**config.mk**
```make
export PLATFORM = sky130hd
export DESIGN_NAME = control_sequencer
export DESIGN_NICKNAME = d
export VERILOG_FILES = /design/src/rtl/control_sequencer.sv
export SDC_FILE = /design/constraint.sdc
export NUM_CORES = 1
export LEC_CHECK = 0
export CORE_MARGIN = 4
export CORE_UTILIZATION = 30
export CTS_CLUSTER_DIAMETER = 120
export DETAILED_ROUTE_END_ITERATION = 8
export PLACE_DENSITY_LB_ADDON = 0.25
export SLEW_MARGIN = 25
export SYNTH_ARGS = -nofsm -noshare
export SYNTH_HDL_FRONTEND = slang
export SYNTH_SLANG_ARGS = --single-unit
export TNS_END_PERCENT = 1
```
**constraint.sdc**
```tcl
create_clock -name clk -period 2.3 [get_ports clk]
set_input_delay 0.46 -clock clk [delete_from_list [all_inputs] [get_ports clk]]
set_output_delay 0.46 -clock clk [all_outputs]
set_load 0.01 [all_outputs]
```
**src/rtl/control_sequencer.sv**
```systemverilog
// ---------------------------------------------------------------------------
// control_sequencer
//   Microcode sequencer for the 8-bit bus CPU. Walks a T-state counter and
//   decodes (step, opcode, flags) into the 16-bit control word consumed by the
//   A/B registers, ALU, RAM, PC, IR and output register.
//
//   Optional build macro: CONTROL_SEQUENCER_EARLY_END_EN
//     defined   - from T2 onward, an all-zero word ends the instruction early
//     undefined - every instruction runs all STEPS T-states
//
// Ports
//   clk          in   system clock, rising edge
//   clear_n      in   synchronous active-low reset
//   step_en      in   advance enable (manual single-step)
//   opcode[3:0]  in   IR[7:4]
//   carry_flag   in   ALU carry flag (sampled live)
//   zero_flag    in   ALU zero flag (sampled live)
//   control_word out  16 control bits (HLT..FI at bits 15..0)
//   step[2:0]    out  current T-state
//   halted       out  CPU halted
// ---------------------------------------------------------------------------
module control_sequencer #(
    parameter int STEPS = 5
) (
    input  logic        clk,
    input  logic        clear_n,
    input  logic        step_en,
    input  logic [3:0]  opcode,
    input  logic        carry_flag,
    input  logic        zero_flag,
    output logic [15:0] control_word,
    output logic [2:0]  step,
    output logic        halted
);

    // Control bits, shared CW bit indices
    localparam logic [15:0] HLT = 16'h8000;
    localparam logic [15:0] MI  = 16'h4000;
    localparam logic [15:0] RI  = 16'h2000;
    localparam logic [15:0] RO  = 16'h1000;
    localparam logic [15:0] IO  = 16'h0800;
    localparam logic [15:0] II  = 16'h0400;
    localparam logic [15:0] AI  = 16'h0200;
    localparam logic [15:0] AO  = 16'h0100;
    localparam logic [15:0] EO  = 16'h0080;
    localparam logic [15:0] SU  = 16'h0040;
    localparam logic [15:0] BI  = 16'h0020;
    localparam logic [15:0] OI  = 16'h0010;
    localparam logic [15:0] CE  = 16'h0008;
    localparam logic [15:0] CO  = 16'h0004;
    localparam logic [15:0] J   = 16'h0002;
    localparam logic [15:0] FI  = 16'h0001;

    // Opcodes
    localparam logic [3:0] OP_LDA = 4'h1;
    localparam logic [3:0] OP_ADD = 4'h2;
    localparam logic [3:0] OP_SUB = 4'h3;
    localparam logic [3:0] OP_STA = 4'h4;
    localparam logic [3:0] OP_LDI = 4'h5;
    localparam logic [3:0] OP_JMP = 4'h6;
    localparam logic [3:0] OP_JC  = 4'h7;
    localparam logic [3:0] OP_JZ  = 4'h8;
    localparam logic [3:0] OP_OUT = 4'hE;
    localparam logic [3:0] OP_HLT = 4'hF;

    localparam logic [2:0] LAST_STEP = 3'(STEPS - 1);

    logic [15:0] word;   // decoded microcode word, before halt/reset gating

    always_comb begin
        word = 16'h0000;
        case (step)
            3'd0: word = MI | CO;
            3'd1: word = RO | II | CE;
            3'd2: begin
                case (opcode)
                    OP_LDA, OP_ADD, OP_SUB, OP_STA: word = MI | IO;
                    OP_LDI: word = IO | AI;
                    OP_JMP: word = IO | J;
                    OP_JC:  word = carry_flag ? (IO | J) : 16'h0000;
                    OP_JZ:  word = zero_flag  ? (IO | J) : 16'h0000;
                    OP_OUT: word = AO | OI;
                    OP_HLT: word = HLT;
                    default: word = 16'h0000;
                endcase
            end
            3'd3: begin
                case (opcode)
                    OP_LDA: word = RO | AI;
                    OP_ADD, OP_SUB: word = RO | BI;
                    OP_STA: word = AO | RI;
                    default: word = 16'h0000;
                endcase
            end
            3'd4: begin
                case (opcode)
                    OP_ADD: word = EO | AI | FI;
                    OP_SUB: word = EO | AI | SU | FI;
                    default: word = 16'h0000;
                endcase
            end
            default: word = 16'h0000;
        endcase
    end

    // Reset gates the word so nothing loads while clear_n is low; once halted
    // only HLT is asserted.
    always_comb begin
        if (!clear_n)
            control_word = 16'h0000;
        else if (halted)
            control_word = HLT;
        else
            control_word = word;
    end

    always_ff @(posedge clk) begin
        if (!clear_n) begin
            step   <= 3'd0;
            halted <= 1'b0;
        end else if (!halted && step_en) begin
            if (word[15]) begin
                halted <= 1'b1;      // step freezes on the HLT T-state
            end else if (step == LAST_STEP) begin
                step <= 3'd0;
`ifdef CONTROL_SEQUENCER_EARLY_END_EN
            end else if (step >= 3'd2 && word == 16'h0000) begin
                step <= 3'd0;        // nothing left to do in this instruction
`endif
            end else begin
                step <= step + 3'd1;
            end
        end
    end

endmodule
```
==> results of run 1 <==
[Yosys cell counts (3+ instances only)]
cell type,number
and3_1,3
a21oi_1,4
inv_1,7
nand2_1,10
nor2_1,3
ha_1,5
dfxtp_1,4
buf_4,4
[worst min path at each step]
stage | depth (start not counted) | end | slack (ns)
4_1_cts | 3 | step[0] | 0.61
5_1_grt | 3 | step[0] | 0.63
3_5_place_dp | 3 | step[0] | 0.62
3_3_place_gp | 3 | step[1] | 0.58
2_1_floorplan | 2 | step[1] | 0.52
6_report | 3 | step[0] | 0.60
[layer usage]
layer | wire, um | global-route usage, % | share of wire, % | vias to the layer above
li1 | - | - | - | 368
met1 | 829 | 18.35 | 46 | 325
met2 | 898 | 24.90 | 50 | 20
met3 | 76 | 2.865 | 4.2 | 2
met4 | 8 | 3.930 | 0.44 | 0
met5 | 0 | 0 | 0 | -
[worst max-delay path, cell delays in order]
cell and delay [ns]:
clkdlybuf4s50_1 0.41, buf_4 0.16, or3_1 0.33, a41oi_1 0.22, nor3_1 0.07, buf_2 0.14
[power by group]
part,switching (mW),total (mW),internal [mW]
Clock,0.0279,0.0862,0.0583
Combinational,0.0716,0.151,0.0796
Sequential,0.00360,0.0781,0.0745
Total,0.103,0.315,0.212
[final cells by class]
cell class / count / area [um2] / share of cell area (%)
clock buffer: 3 / 22.52 / 2.230
inverter: 7 / 26.28 / 2.602
multi-input combinational: 59 / 461.7 / 45.72
sequential: 4 / 82.58 / 8.178
tap: 25 / 31.28 / 3.098
timing repair buffer: 48 / 385.4 / 38.17
[registers in the layout, summed over array words and instances (netlist names)]
register / count
step: 3
halted: 1
[stage by stage]
step | cell area (um2) | TNS, ns | setup slack [ns] | power (mW)
final | 1010 | 0 | 0.04667 | 0.3155
after global placement | 999.7 | -3.709 | -0.3595 | 0.2293
after floorplan | 580.6 | 0 | 0.2894 | 0.1517
after detailed placement | 999.7 | -3.842 | -0.4213 | 0.2316
after CTS | 1012 | -0.03965 | -0.03965 | 0.3151
after global routing | 1010 | -0.08146 | -0.02738 | 0.3404
[repair_timing]
| item | in CTS | in global routing |
|---|---|---|
| setup buffers | 1 | 0 |
| setup endpoints to repair | 16 | 11 |
| pin swaps | 2 | 3 |
| resized for setup | 32 | 16 |
[logic make-up (layout without fill, tap and decap cells)]
family | count (synthesis) | after routing | synth area share (%)
fa+ha+maj | 5 | 5 | 10.78
compound gates | 17 | 17 | 26.94
flops | 4 | 4 | 13.79
buf+inv | 12 | 58 | 10.56
simple gates | 35 | 35 | 34.48
mux | 2 | 2 | 3.448
==> qor.yml, run 1 <==
worstPathRequired_ns: 1.84
cts.clk_slew.worst_paths_ns: 0.04
synthArstFlopShare_pct: 0
synth_area_per_cell_um2: 7.741
slew_headroom_pct: 79.75
grt_pass1_wl_um: 3042
crit_fanout: 7
cts_buffers: 3
drive_gt1_share_pct: 35.54
wirelength_um: 1812
yosys_most_used_dff: "dfxtp_1"
core_region_area_mm2: 0.001783
seq_area_frac_synth_pct: 13.79
synth_cells: 75
gp_congestion: 0.8026
initial_core_util_pct: 32.56
finClkSkew_ns: 0.001699
die_h_um: 51.99
grt_setup_unrepaired: "true"
synth_top_cell_by_area: "dfxtp_1"
n_fill_cell: 167
hold_path.class: "register to register"
grt_max_degree: 10
final_nets: 137
insertion_delay_ns: 0.23
netlist_area_um2: 580.6
htree_levels: 1
period_needed_ns: 2.253
grt_pass1_vias: 716
whs_ns: 0.5963
fin_cells: 146
io_pins: 29
hold_viol: 0
die_x_um: 51.99
via_count: 715
grt_use_total_pct: 14.57
mostFrequentLayoutCell: "buf_4"
synth_warnings: 0
area_growth_pct: 73.92
cp-endpoint: "control_word[14]"
yosys-top-cells-area: "dfxtp_1 14%, ha_1 11%, nand2_1 6.5%, buf_4 5.2%, inv_1 4.5%"
p_per_area_mw_per_mm2: 312.4
hpwl_um: 1440
irDropWorstVdd_mv: 0.3065
portBuffers: 28
drt_first_pass_iters: 4
drc: 0
yosysUniqueCellTypes: 35
grt_overflow: 0
r2r_start: "step[1]"
wl_per_cell_um: 12.41
die-area_mm2: 0.002703
synth-edff-count: 0
fmax_mhz: 443.8
setup_viol: 0
antenna_cells: 0
cp_data_arrival_time_ns: 1.79
tightest_slew_ns: 0.3000
cts_root_buf: "clkbuf_4"
min_period_over_period_pct: 97.97
yosysTopAreaCellShare_pct: 13.79
criticalPathCategory: "input pin to output port"
endpoint_kind: "output port"
drv_cap: 0
cp-start-kind: "input pin"
reg2reg_depth: 6
hold_buffers: 0
cellLeakagePower_nw: 0.4570
final_cell_mix: "20 x buf_4, 10 x nand2_1, 10 x clkdlybuf4s50_1"
synth-seq-cells: 4
r2r-end: "step[1]"
tritoncts: "done"
ant_nets: 0
cts.sinks: 4
core.rowCount: 15
status: "finished, final reports clean"
hp-start: "step[0]"
rrSetupSlack_ns: 0.80
slew_viol_final: 0
drt_iter0_markers: 12
via_per_inst: 4.897
synthesis.nets: 89
fin_util_pct: 56.63
antenna_found_initial: 0
place_inst: 142
crit_start: "opcode[1]"
clk_path_buf_depth: 2
Note: power is estimated with default switching activity, not from simulation.
==> run 2, diff against run 1 <==
- CAP_MARGIN: unset -> 20
- SKIP_CTS_REPAIR_TIMING: unset -> 1
==> run 2 against run 1 <==
- cell count is 0.68% lower
- setup slack got worse by 0.31 ns
- combinational power is essentially flat
- count of clock-buffer cells in the layout stayed put
- sequential power barely moved
- cell area up 5.5%
- the run now ends with setup timing left
- die area did not move
- via count shrank 0.56%
==> qor.yml, run 2 (synthesis results as in run 1) <==
cts.sinks: 4  # unchanged
grt_setup_unrepaired: "true"
grt_pass1_wl_um: 2960  # -2.7%
criticalPathCategory: "input pin to output port"
mostFrequentLayoutCell: "buf_4"
cts.clk_slew.worst_paths_ns: 0.04  # about the same
largest_reg_flops: 3  # unchanged
tightest_slew_ns: 0.3318  # +0.03181 ns
period_needed_ns: 2.568  # +0.3145 ns
cp-start-kind: "input pin"
io_pins: 29  # unchanged
clk_path_buf_depth: 2  # unchanged
final_cell_mix: "19 x buf_4, 13 x clkdlybuf4s50_1, 13 x dlymetal6s2s_1"
largest_register: "step"
drt_iter0_markers: 9  # -3
tritoncts: "done"
cellLeakagePower_nw: 0.6270  # +37%
drt_first_pass_iters: 4  # unchanged
antenna_found_initial: 0  # unchanged
worstPathRequired_ns: 1.84  # about the same
drive_gt1_share_pct: 29.17  # -6.4 points
drc: 0  # unchanged
die_x_um: 51.99  # unchanged
finClkSkew_ns: 0.0002656  # -0.001433 ns
largestRegisters: "step (3), halted (1)"
area_growth_pct: 83.40
cp_slowest_cell: "clkdlybuf4s50_1"
status: "finished, violations left"
core.rowCount: 15  # unchanged
internal_power_mw: 0.2132  # +0.40%
core_region_area_mm2: 0.001783  # unchanged
combinationalPowerShare_pct: 47.8  # about the same
fmax_mhz: 389.4  # -12%
htree_levels: 1  # unchanged
irDropWorstVdd_mv: 0.3061  # -0.14%
cp_data_arrival_time_ns: 2.11  # +0.32 ns
via_per_inst: 4.903  # +0.13%
grt_overflow: 0  # unchanged
hold_viol: 0  # unchanged
grt_max_degree: 10  # unchanged
min_period_over_period_pct: 111.6  # +14 points
switchingPower_mw: 0.1023  # -0.74%
crit_path_max_incr_delay_ns: 0.49  # +0.08 ns
hpwl_um: 1440  # unchanged
wl_per_cell_um: 12.78  # +3.0%
grt_pass1_vias: 710  # -0.84%
hold_path.class: "register to register"
portBuffers: 28  # unchanged
via_count: 711  # -0.56%
ant_nets: 0  # unchanged
final_nets: 136  # -0.73%
gp_congestion: 0.8026  # unchanged
endpoint_kind: "output port"
p_seq_share_pct: 24.8  # about the same
setup_viol: 3  # +3
p_per_area_mw_per_mm2: 296.4  # -5.1%
antenna_cells: 0  # unchanged
cp_cell_sequence: "clkdlybuf4s50_1 -> buf_4 -> or3_1 -> o311ai_0 -> a21oi_1 -> clkdlybuf4s50_1"
path_buf_inv: 3  # unchanged
die-area_mm2: 0.002703  # unchanged
grt_use_total_pct: 14.10  # -0.48 points
clkPwrFrac_pct: 27.4  # about the same
p_sw_share_pct: 32.43  # -0.25 points
initial_core_util_pct: 32.56  # unchanged
cts_buffers: 3  # unchanged
violations: "setup timing"
crit_fanout: 7  # unchanged
total_power_mw: 0.3155  # about the same
critPathTopFamily: "buffers and inverters"
finalWorstSetupSlack_ns: -0.2678  # -0.3145 ns
slew_viol_final: 0  # unchanged
slew_headroom_pct: 77.83  # -1.9 points
insertion_delay_ns: 0.23  # about the same
cp_common_cell: "clkdlybuf4s50_1"
wirelength_um: 1853  # +2.3%
drv_cap: 0  # unchanged
cts_root_buf: "clkbuf_4"
die_h_um: 51.99  # unchanged
fin_util_pct: 59.72  # +3.1 points
run 2: changes by cell type in the layout (fill, tap and decap cells not counted):
| cell | previous run | this run |
|---|---|---|
| a21boi_0 | 1 | 2 |
| a21boi_1 | 1 | 0 |
| buf_2 | 3 | 0 |
| buf_4 | 20 | 19 |
| clkbuf_2 | 4 | 2 |
| clkdlybuf4s15_1 | 3 | 0 |
| clkdlybuf4s50_1 | 10 | 13 |
| dlygate4sd2_1 | 8 | 0 |
| dlymetal6s2s_1 | 0 | 13 |
| ha_1 | 2 | 4 |
| ha_2 | 3 | 1 |
run 2: per-stage QoR:
step,setup slack [ns],setup TNS [ns],area (um2),instances,hold WS [ns]
6_report,-0.2678,-0.6975,1065,145,0.5941
3_5_place_dp,-0.4213,-3.842,999.7,142,0.6226
3_3_place_gp,-0.3595,-3.709,999.7,142,0.5847
2_1_floorplan,0.2894,0,580.6,75,0.5214
5_1_grt,-0.3562,-1.084,1065,145,0.6287
4_1_cts,-0.4304,-4.312,1022,145,0.6280
run 2: layout make-up:
class | count | area (um2)
fill | 163 | 718.2
multi-input combinational | 59 | 456.7
timing repair buffer | 47 | 445.4
sequential | 4 | 82.58
tap | 25 | 31.28
inverter | 7 | 26.28
clock buffer | 3 | 22.52
run 2: power groups by stage:
| stage | sequential [mW] | clock [mW] | combinational (mW) |
|---|---|---|---|
| 2_1_floorplan | 0.0810 | 0 | 0.0707 |
| 3_3_place_gp | 0.0780 | 0 | 0.151 |
| 3_5_place_dp | 0.0785 | 0 | 0.153 |
| 4_1_cts | 0.0775 | 0.0883 | 0.153 |
| 5_1_grt | 0.0787 | 0.0970 | 0.165 |
| 6_report | 0.0781 | 0.0866 | 0.151 |
run 2: final timing paths:
check	from	to	slack [ns]	cells after the start
min reg2reg	step[0]	step[0]	0.59	3
min	step[0]	step[0]	0.59	3
max	opcode[1]	control_word[11]	-0.27	6
max reg2reg	step[1]	step[1]	0.79	6
run 2: metal layers:
metal,share of wire (%),global-route usage [%],up-vias,wire length (um)
li1,-,-,368,-
met1,46,18.01,328,853
met2,51,23.85,13,943
met3,2.5,2.579,2,47
met4,0.43,3.930,0,8
met5,0,0,-,0
run 2: worst register-to-register path, stage by stage (launching register included):
cell     delay, ns
dfxtp_2       0.32
buf_4         0.13
ha_2          0.20
and4b_4       0.21
buf_4         0.14
a31oi_4       0.21
mux2i_1       0.21
==> run 3, diff against run 2 <==
- CORE_MARGIN: 4 -> 5
- clock period: 2.3 -> 2.23 ns (I/O delays scaled with it)
==> run 3 against run 2 <==
- the run still ends with setup timing left
- combinational power rose by 13%
- global-route usage rose by 0.19 points
- sequential share of layout area shrank 0.11 points
- setup slack gained 0.20 ns
- cell area increased by 1.4%
- register-to-register slack lost 0.07 ns
- routed wire length grew 3.0%
- critical path depth unchanged
- cell count grew 5.5%
- power rose by 7.1%
- die area is 7.8% higher
- critical path type unchanged
- largest cell class unchanged
==> qor.yml, run 3 (synthesis results as in run 1) <==
cp-start-kind: "input pin"
clk_path_buf_depth: 2  # unchanged
initial_core_util_pct: 30.53  # -2.0 points
reg2reg_depth: 6  # unchanged
grt_use_total_pct: 14.29  # +0.19 points
setup_viol: 2  # -1
antenna_found_initial: 0  # unchanged
irDropWorstVdd_mv: 0.3819  # +25%
wl_per_cell_um: 12.48  # -2.4%
tightest_slew_ns: 0.2465  # -0.08532 ns
slew_headroom_pct: 83.31  # +5.5 points
status: "finished, violations left"
io_pins: 29  # unchanged
cts_buffers: 3  # unchanged
rrSetupSlack_ns: 0.72  # -0.07 ns
core_region_area_mm2: 0.001902  # +6.7%
hold_viol: 0  # unchanged
whs_ns: 0.5822  # -0.01191 ns
core.rowCount: 16  # +1
die-area_mm2: 0.002915  # +7.8%
drt_first_pass_iters: 4  # unchanged
via_per_inst: 4.810  # -1.9%
drv_cap: 0  # unchanged
p_per_area_mw_per_mm2: 313.0  # +5.6%
grt_overflow: 0  # unchanged
cellLeakagePower_nw: 0.6022  # -4.0%
hpwl_um: 1612  # +12%
gp_congestion: 0.7705  # -4.0%
ant_nets: 0  # unchanged
drive_gt1_share_pct: 38.89  # +9.7 points
drc: 0  # unchanged
fin_tns_setup_ns: -0.1064  # +0.5911 ns
violations: "setup timing"
die_h_um: 53.99  # +3.8%
grt_setup_unrepaired: "true"
min_to: "step[0]"
wirelength_um: 1909  # +3.0%
endpoint_kind: "output port"
hold_path.class: "register to register"
via_count: 736  # +3.5%
antenna_cells: 0  # unchanged
hold_path_depth: 3  # unchanged
tritoncts: "done"
hp-start: "step[0]"
mostFrequentLayoutCell: "buf_4"
crit_fanout: 4  # -3
r2r_start: "step[1]"
cts.sinks: 4  # unchanged
area_growth_pct: 85.99
period_needed_ns: 2.293
grt_pass1_wl_um: 3111  # +5.1%
min_period_over_period_pct: 102.8
grt_max_degree: 10  # unchanged
worstPathRequired_ns: 1.78  # -0.06 ns
fin_util_pct: 56.78  # -2.9 points
slew_viol_final: 0  # unchanged
criticalPathCategory: "input pin to output port"
finalWorstSetupSlack_ns: -0.06336  # +0.2045 ns
largest_register: "step"
insertion_delay_ns: 0.23  # about the same
cts_root_buf: "clkbuf_4"
largest_reg_flops: 3  # unchanged
largestRegisters: "step (3), halted (1)"
cp_data_arrival_time_ns: 1.85  # -0.26 ns
cts.clk_slew.worst_paths_ns: 0.04  # about the same
die_x_um: 53.99  # +3.8%
drt_iter0_markers: 6  # -3
finClkSkew_ns: 0.003237  # +0.002971 ns
fmax_mhz: 436.0
portBuffers: 28  # unchanged
final_nets: 142  # +4.4%
r2r-end: "step[1]"
final_cell_mix: "25 x buf_4, 10 x nand2_1, 10 x clkdlybuf4s50_1, 10 x dlymetal6s2s_1, 8 x clkbuf_2"
grt_pass1_vias: 725  # +2.1%
htree_levels: 1  # unchanged
[run 3: worst max-delay path by stage]
stage / from / end / slack, ns
after floorplan: step[0] / control_word[9] / 0.23
after CTS: opcode[0] / control_word[11] / -0.47
final: opcode[1] / control_word[14] / -0.06
after global placement: opcode[0] / control_word[14] / -0.44
after detailed placement: opcode[0] / control_word[11] / -0.47
after global routing: step[1] / control_word[6] / -0.16
[run 3: worst max-delay path, stage by stage]
cell             delay [ns]
clkdlybuf4s50_1        0.46
buf_4                  0.16
or3_1                  0.32
a41oi_1                0.21
nor3_1                 0.07
dlymetal6s2s_1         0.17
[run 3: per-layer routing]
metal | track usage, % | routed length (um)
met2 | 26.81 | 1003
met4 | 2.075 | 0
met3 | 4.986 | 145
met1 | 15.55 | 759
met5 | 0 | 0
[run 3: power by group]
part | total (mW) | internal, mW | switching (mW)
combinational | 0.170 | 0.0938 | 0.0762
clock | 0.0887 | 0.0601 | 0.0286
sequential | 0.0793 | 0.0767 | 0.00251
[run 3: cell type report]
class,instances,area (um2)
multi-input combinational,59,461.7
inverter,7,26.28
fill,193,822.0
clock buffer,3,22.52
tap,27,33.78
timing repair buffer,53,452.9
sequential,4,82.58
[run 3: stage by stage]
stage	total power, mW	cell area (um2)	setup slack (ns)	cells
global route	0.3705	1080	-0.1572	153
CTS	0.3347	1047	-0.4741	150
floorplan	0.1564	580.6	0.2334	75
finish	0.3380	1080	-0.06336	153
detailed placement	0.2429	1025	-0.4654	147
global placement	0.2396	1025	-0.4353	147
